==> src/rtl/unidade_controle_drone.sv <==
// Drone game control unit: Moore FSM sequencing menu, move and collision check.
// Counts executed moves per game in db_jogadas.
module unidade_controle_drone #(
  parameter int JOGADAS_W = 8
) (
  input  logic                 clock,
  input  logic                 reset,
  input  logic                 iniciar,
  input  logic                 confirma,
  input  logic                 colisao,
  input  logic                 timeout,
  input  logic                 fim_mapa,
  input  logic                 borda_movimento,
  output logic                 zeraPosicoes,
  output logic                 resetaVidas,
  output logic                 zeraT,
  output logic                 contaT,
  output logic                 desloca,
  output logic                 escolhe_modo,
  output logic                 escolhe_vida,
  output logic                 escolhe_mapa,
  output logic                 checa_colisao,
  output logic                 atualiza,
  output logic                 pronto,
  output logic                 ganhou,
  output logic                 perdeu,
  output logic [3:0]           db_estado,
  output logic [JOGADAS_W-1:0] db_jogadas
);

  localparam logic [3:0] INICIAL       = 4'd0;
  localparam logic [3:0] PREPARA       = 4'd1;
  localparam logic [3:0] ESCOLHE_MODO  = 4'd2;
  localparam logic [3:0] ESCOLHE_VIDA  = 4'd3;
  localparam logic [3:0] ESCOLHE_MAPA  = 4'd4;
  localparam logic [3:0] INICIA_JOGADA = 4'd5;
  localparam logic [3:0] ESPERA_JOGADA = 4'd6;
  localparam logic [3:0] DESLOCA       = 4'd7;
  localparam logic [3:0] ESPERA_RAM    = 4'd8;
  localparam logic [3:0] CHECA         = 4'd9;
  localparam logic [3:0] REGISTRA      = 4'd10;
  localparam logic [3:0] COMPARA       = 4'd11;
  localparam logic [3:0] PERDEU        = 4'd12;
  localparam logic [3:0] GANHOU        = 4'd13;

  localparam logic [JOGADAS_W-1:0] JOG_MAX = '1;

  logic [3:0] state;
  logic [3:0] next_state;
  logic       iniciar_d;
  logic       confirma_d;
  logic       iniciar_p;
  logic       confirma_p;

  assign iniciar_p  = iniciar & ~iniciar_d;
  assign confirma_p = confirma & ~confirma_d;

  // Delayed copies reset high so a button held through reset is not an edge.
  always_ff @(posedge clock) begin
    if (reset) begin
      iniciar_d  <= 1'b1;
      confirma_d <= 1'b1;
    end else begin
      iniciar_d  <= iniciar;
      confirma_d <= confirma;
    end
  end

  always_ff @(posedge clock) begin
    if (reset) begin
      state <= INICIAL;
    end else begin
      state <= next_state;
    end
  end

  always_ff @(posedge clock) begin
    if (reset) begin
      db_jogadas <= '0;
    end else if (state == PREPARA) begin
      db_jogadas <= '0;
    end else if (state == DESLOCA && db_jogadas != JOG_MAX) begin
      db_jogadas <= db_jogadas + 1'b1;
    end
  end

  always_comb begin
    next_state = INICIAL;
    unique case (state)
      INICIAL:
        next_state = iniciar_p ? PREPARA : INICIAL;
      PREPARA:
        next_state = ESCOLHE_MODO;
      ESCOLHE_MODO:
        next_state = confirma_p ? ESCOLHE_VIDA : ESCOLHE_MODO;
      ESCOLHE_VIDA:
        next_state = confirma_p ? ESCOLHE_MAPA : ESCOLHE_VIDA;
      ESCOLHE_MAPA:
        next_state = confirma_p ? INICIA_JOGADA : ESCOLHE_MAPA;
      INICIA_JOGADA:
        next_state = ESPERA_JOGADA;
      ESPERA_JOGADA: begin
        if (timeout) begin
          next_state = PERDEU;
        end else if (borda_movimento) begin
          next_state = DESLOCA;
        end else begin
          next_state = ESPERA_JOGADA;
        end
      end
      DESLOCA:
        next_state = ESPERA_RAM;
      ESPERA_RAM:
        next_state = CHECA;
      CHECA:
        next_state = REGISTRA;
      REGISTRA:
        next_state = COMPARA;
      COMPARA: begin
        if (colisao) begin
          next_state = PERDEU;
        end else if (fim_mapa) begin
          next_state = GANHOU;
        end else begin
          next_state = INICIA_JOGADA;
        end
      end
      PERDEU:
        next_state = iniciar_p ? PREPARA : PERDEU;
      GANHOU:
        next_state = iniciar_p ? PREPARA : GANHOU;
      default:
        next_state = INICIAL;
    endcase
  end

  always_comb begin
    zeraPosicoes  = 1'b0;
    resetaVidas   = 1'b0;
    zeraT         = 1'b0;
    contaT        = 1'b0;
    desloca       = 1'b0;
    escolhe_modo  = 1'b0;
    escolhe_vida  = 1'b0;
    escolhe_mapa  = 1'b0;
    checa_colisao = 1'b0;
    atualiza      = 1'b0;
    pronto        = 1'b0;
    ganhou        = 1'b0;
    perdeu        = 1'b0;
    unique case (state)
      INICIAL, PREPARA: begin
        zeraPosicoes = 1'b1;
        resetaVidas  = 1'b1;
        zeraT        = 1'b1;
      end
      ESCOLHE_MODO:  escolhe_modo = 1'b1;
      ESCOLHE_VIDA:  escolhe_vida = 1'b1;
      ESCOLHE_MAPA:  escolhe_mapa = 1'b1;
      INICIA_JOGADA: zeraT = 1'b1;
      ESPERA_JOGADA: contaT = 1'b1;
      DESLOCA:       desloca = 1'b1;
      // Two-cycle window so the delayed collision pulse is still captured.
      CHECA, REGISTRA: begin
        atualiza      = 1'b1;
        checa_colisao = 1'b1;
      end
      PERDEU: begin
        pronto = 1'b1;
        perdeu = 1'b1;
      end
      GANHOU: begin
        pronto = 1'b1;
        ganhou = 1'b1;
      end
      default: ;
    endcase
  end

  assign db_estado = state;

endmodule

==> config.mk <==
export PLATFORM = sky130hd
export DESIGN_NAME = unidade_controle_drone
export DESIGN_NICKNAME = d
export VERILOG_FILES = /design/src/rtl/unidade_controle_drone.sv
export SDC_FILE = /design/constraint.sdc
export NUM_CORES = 1
export LEC_CHECK = 0
export BUFFER_PORTS_ARGS = -buffer_cell sky130_fd_sc_hd__buf_2
export CORE_UTILIZATION = 50
export CTS_BUF_LIST = sky130_fd_sc_hd__clkbuf_8 sky130_fd_sc_hd__clkbuf_16
export DETAILED_ROUTE_END_ITERATION = 6
export HOLD_SLACK_MARGIN = 0.12
export PLACE_DENSITY_LB_ADDON = 0.12
export SYNTH_ARGS = -nofsm -noshare
export SYNTH_HDL_FRONTEND = slang
export SYNTH_SLANG_ARGS = --single-unit
==> constraint.sdc <==
create_clock -name clock -period 4.3 [get_ports clock]
set_input_delay 0.86 -clock clock [delete_from_list [all_inputs] [get_ports clock]]
set_output_delay 0.86 -clock clock [all_outputs]
set_load 0.1 [all_outputs]
==> impl_metrics.json <==
{
  "multi_input_area_um2": 534,
  "drc": 0,
  "vias_per_cell": 5.70,
  "synth_fa_ha_area_frac": 0.0148,
  "timing.fmax_mhz": 373,
  "grt_use_total": 0.228,
  "synth_area_per_cell_um2": 7.90,
  "dp_hpwl_mm": 1.36,
  "preCtsSetupSlack_ps": 1930,
  "antenna_cells": 0,
  "die_y_um": 43.1,
  "endpoint_kind": "output port",
  "regArea_um2": 280,
  "die-area_mm2": 0.00186,
  "dieWidth_um": 43.1,
  "p_leak_uw": 0.000482,
  "worstSetupPathType": "register to output port",
  "cp_max_fo": 16,
  "arrival_ps": 1820,
  "rows": 14,
  "finClkSkew_ps": 2.53,
  "cellPowerDensity_mw_per_mm2": 312,
  "postCtsSetupRepairBufs": 0,
  "drv_cap": 0,
  "grt_start_max_net_pins": 17,
  "coreArea_mm2": 0.00154,
  "synth_top_family_by_area": "simple AND/OR/NAND/NOR gates",
  "io_pins": 33,
  "yosys_warnings": 0,
  "layout-drive-gt1-share": 0.324,
  "via_count": 867,
  "initial_core_util": 0.549,
  "fin_crit_sh": 0.623,
  "ant_nets": 0,
  "postCtsHoldBufs": 0,
  "cts_buffer_depth": 2,
  "muxShareOfSynthArea": 0.0118,
  "rsz0062_at_grt": "false",
  "place.gp.congestion": 0.876,
  "wl_per_cell_um": 12.4,
  "dpl-instance-area_mm2": 0.00101,
  "synth_area_um2": 846,
  "numCtsBuffers": 3,
  "final_hold_viol_count": 0,
  "grt_pass1_vias": 721,
  "min_path_type": "register to register",
  "tns_ps": 0,
  "cts-resized-gates": 0,
  "overflow": 0,
  "tightest_slew_ps": 528,
  "portBuffers": 32,
  "finalCriticalPeriod_ps": 2680,
  "syn_nets": 116,
  "clkLatencyLatePin_ps": 250,
  "h-tree-depth": 1,
  "timing.slew.headroom": 0.647,
  "fin_area_mm2": 0.00106,
  "area_growth_pct": 25.4,
  "fillCellCount": 136,
  "finalMaxSlewViolations": 0,
  "startpoint_type": "register",
  "finalNetCount": 146,
  "fin_ws_ps": 1620,
  "path_clk_slew_ps": 60,
  "synth_cell_types": 33,
  "cts_tree": "built",
  "synth_compound_area_frac": 0.217,
  "ys_seq_elements": 14,
  "routed_wl_mm": 1.89,
  "syn_inst": 107,
  "synth_xor_area_frac": 0.0414,
  "required_ps": 3440,
  "seq_area_frac_synth": 0.331,
  "dr.pass1.iters": 4,
  "antenna_found_initial": 0,
  "cts.sinks": 14,
  "grt_pass1_wl_mm": 3.17,
  "setup_violations": 0,
  "outcome": "complete, no violations",
  "fin_util": 0.688,
  "clockRootBuffer": "clkbuf_8",
  "irDropWorstVdd_v": 0.000250,
  "yosys.area_share.simple": 0.322,
  "drt_iter0_drc": 25
}
==> worst paths after layout <==
| kind | end | cells after the start | slack [ps] | from |
|---|---|---|---|---|
| min | db_jogadas[7] | 2 | 500 | db_jogadas[7] |
| max | perdeu | 3 | 1620 | db_estado[3] |
| min reg2reg | db_jogadas[7] | 2 | 500 | db_jogadas[7] |
| max reg2reg | db_jogadas[7] | 4 | 2510 | db_estado[2] |
==> state kept, by name (all words and copies together), names as in the netlist <==
signal and count:
db_jogadas 8, confirma_d 1, db_estado 4, iniciar_d 1
==> metal layers <==
| metal | share of wire | vias to the layer above | global-route usage |
|---|---|---|---|
| li1 | - | 448 | - |
| met1 | 0.51 | 385 | 0.330 |
| met2 | 0.42 | 30 | 0.325 |
| met3 | 0.063 | 4 | 0.0638 |
| met4 | 0.011 | 0 | 0.0727 |
| met5 | 0 | - | 0 |
==> critical path, cell delays in order (launching register included) <==
cell,delay [ps]
dfxtp_1,650
nand2_1,270
nor3_1,190
buf_2,450
==> cell usage after synthesis <==
master	number	share of area
nand2_1	7	0.031
inv_1	3	0.013
dfxtp_1	14	0.33
o21ai_1	1	0.0059
a2bb2oi_1	1	0.010
or2_2	3	0.022
nor4_1	3	0.022
ha_1	1	0.015
clkbuf_1	2	0.0089
nor2b_1	1	0.0074
nor3_1	7	0.041
o21ai_0	2	0.012
mux2i_1	1	0.012
o211ai_1	4	0.036
o211ai_4	1	0.025
a211oi_1	4	0.036
nor2_1	10	0.044
a21o_1	1	0.0089
nand2b_1	6	0.044
buf_2	2	0.012
o31a_1	1	0.010
or4_1	2	0.018
nand4_1	2	0.015
xor2_1	4	0.041
and4b_1	1	0.012
or3_1	2	0.015
and3_1	2	0.015
a21oi_1	8	0.047
buf_4	3	0.027
nand3_1	4	0.024
o21bai_1	2	0.018
nor4bb_1	1	0.012
o31ai_1	1	0.0089
==> cell usage in the layout (no fill, tap or decap), types with 2 or more instances in the layout <==
| cell | netlist | routed |
|---|---|---|
| nor4_1 | 3 | 3 |
| a21oi_1 | 8 | 8 |
| nand4_1 | 2 | 2 |
| nand3_1 | 4 | 4 |
| or3_1 | 2 | 2 |
| nor2_1 | 10 | 10 |
| buf_2 | 2 | 32 |
| or2_2 | 3 | 3 |
| a211oi_1 | 4 | 3 |
| nand2_1 | 7 | 7 |
| nor3_2 | 0 | 3 |
| xor2_1 | 4 | 4 |
| nand2b_1 | 6 | 6 |
| nor3_1 | 7 | 4 |
| o211ai_1 | 4 | 4 |
| and3_1 | 2 | 2 |
| clkbuf_8 | 0 | 4 |
| or4_1 | 2 | 2 |
| o21ai_0 | 2 | 2 |
| inv_1 | 3 | 3 |
| dfxtp_1 | 14 | 14 |
| o21bai_1 | 2 | 2 |
==> power by group <==
part           leakage, uW  switching, uW  internal [uW]
clock network    0.0000288           50.7           81.2
logic             0.000339           48.0           13.0
registers         0.000114           5.93            132
==> per-stage QoR <==
| stage | std cells | hold slack (ps) | power (uW) |
|---|---|---|---|
| floorplan | 107 | 606 | 191 |
| global placement | 148 | 497 | 201 |
| detailed placement | 148 | 502 | 202 |
| CTS | 152 | 511 | 333 |
| global route | 152 | 548 | 343 |
| finish | 152 | 503 | 331 |
==> kinds of logic (layout without fill, tap and decap cells) <==
family	Yosys count	count (layout)
AND/OR/NAND/NOR	51	51
AO/OA/AOI/OAI	26	26
flip-flops	14	14
buffers and inverters	10	39
XOR/XNOR	4	4
adder cells (fa/ha/maj)	1	1
multiplexers	1	1
==> cell type report <==
class	instances	share of cell area
inverter	3	0.0106
clock buffer	4	0.0519
tap	16	0.0189
sequential	14	0.264
timing repair buffer	32	0.151
multi-input combinational	83	0.504
Power figures use the tool's default switching activity.
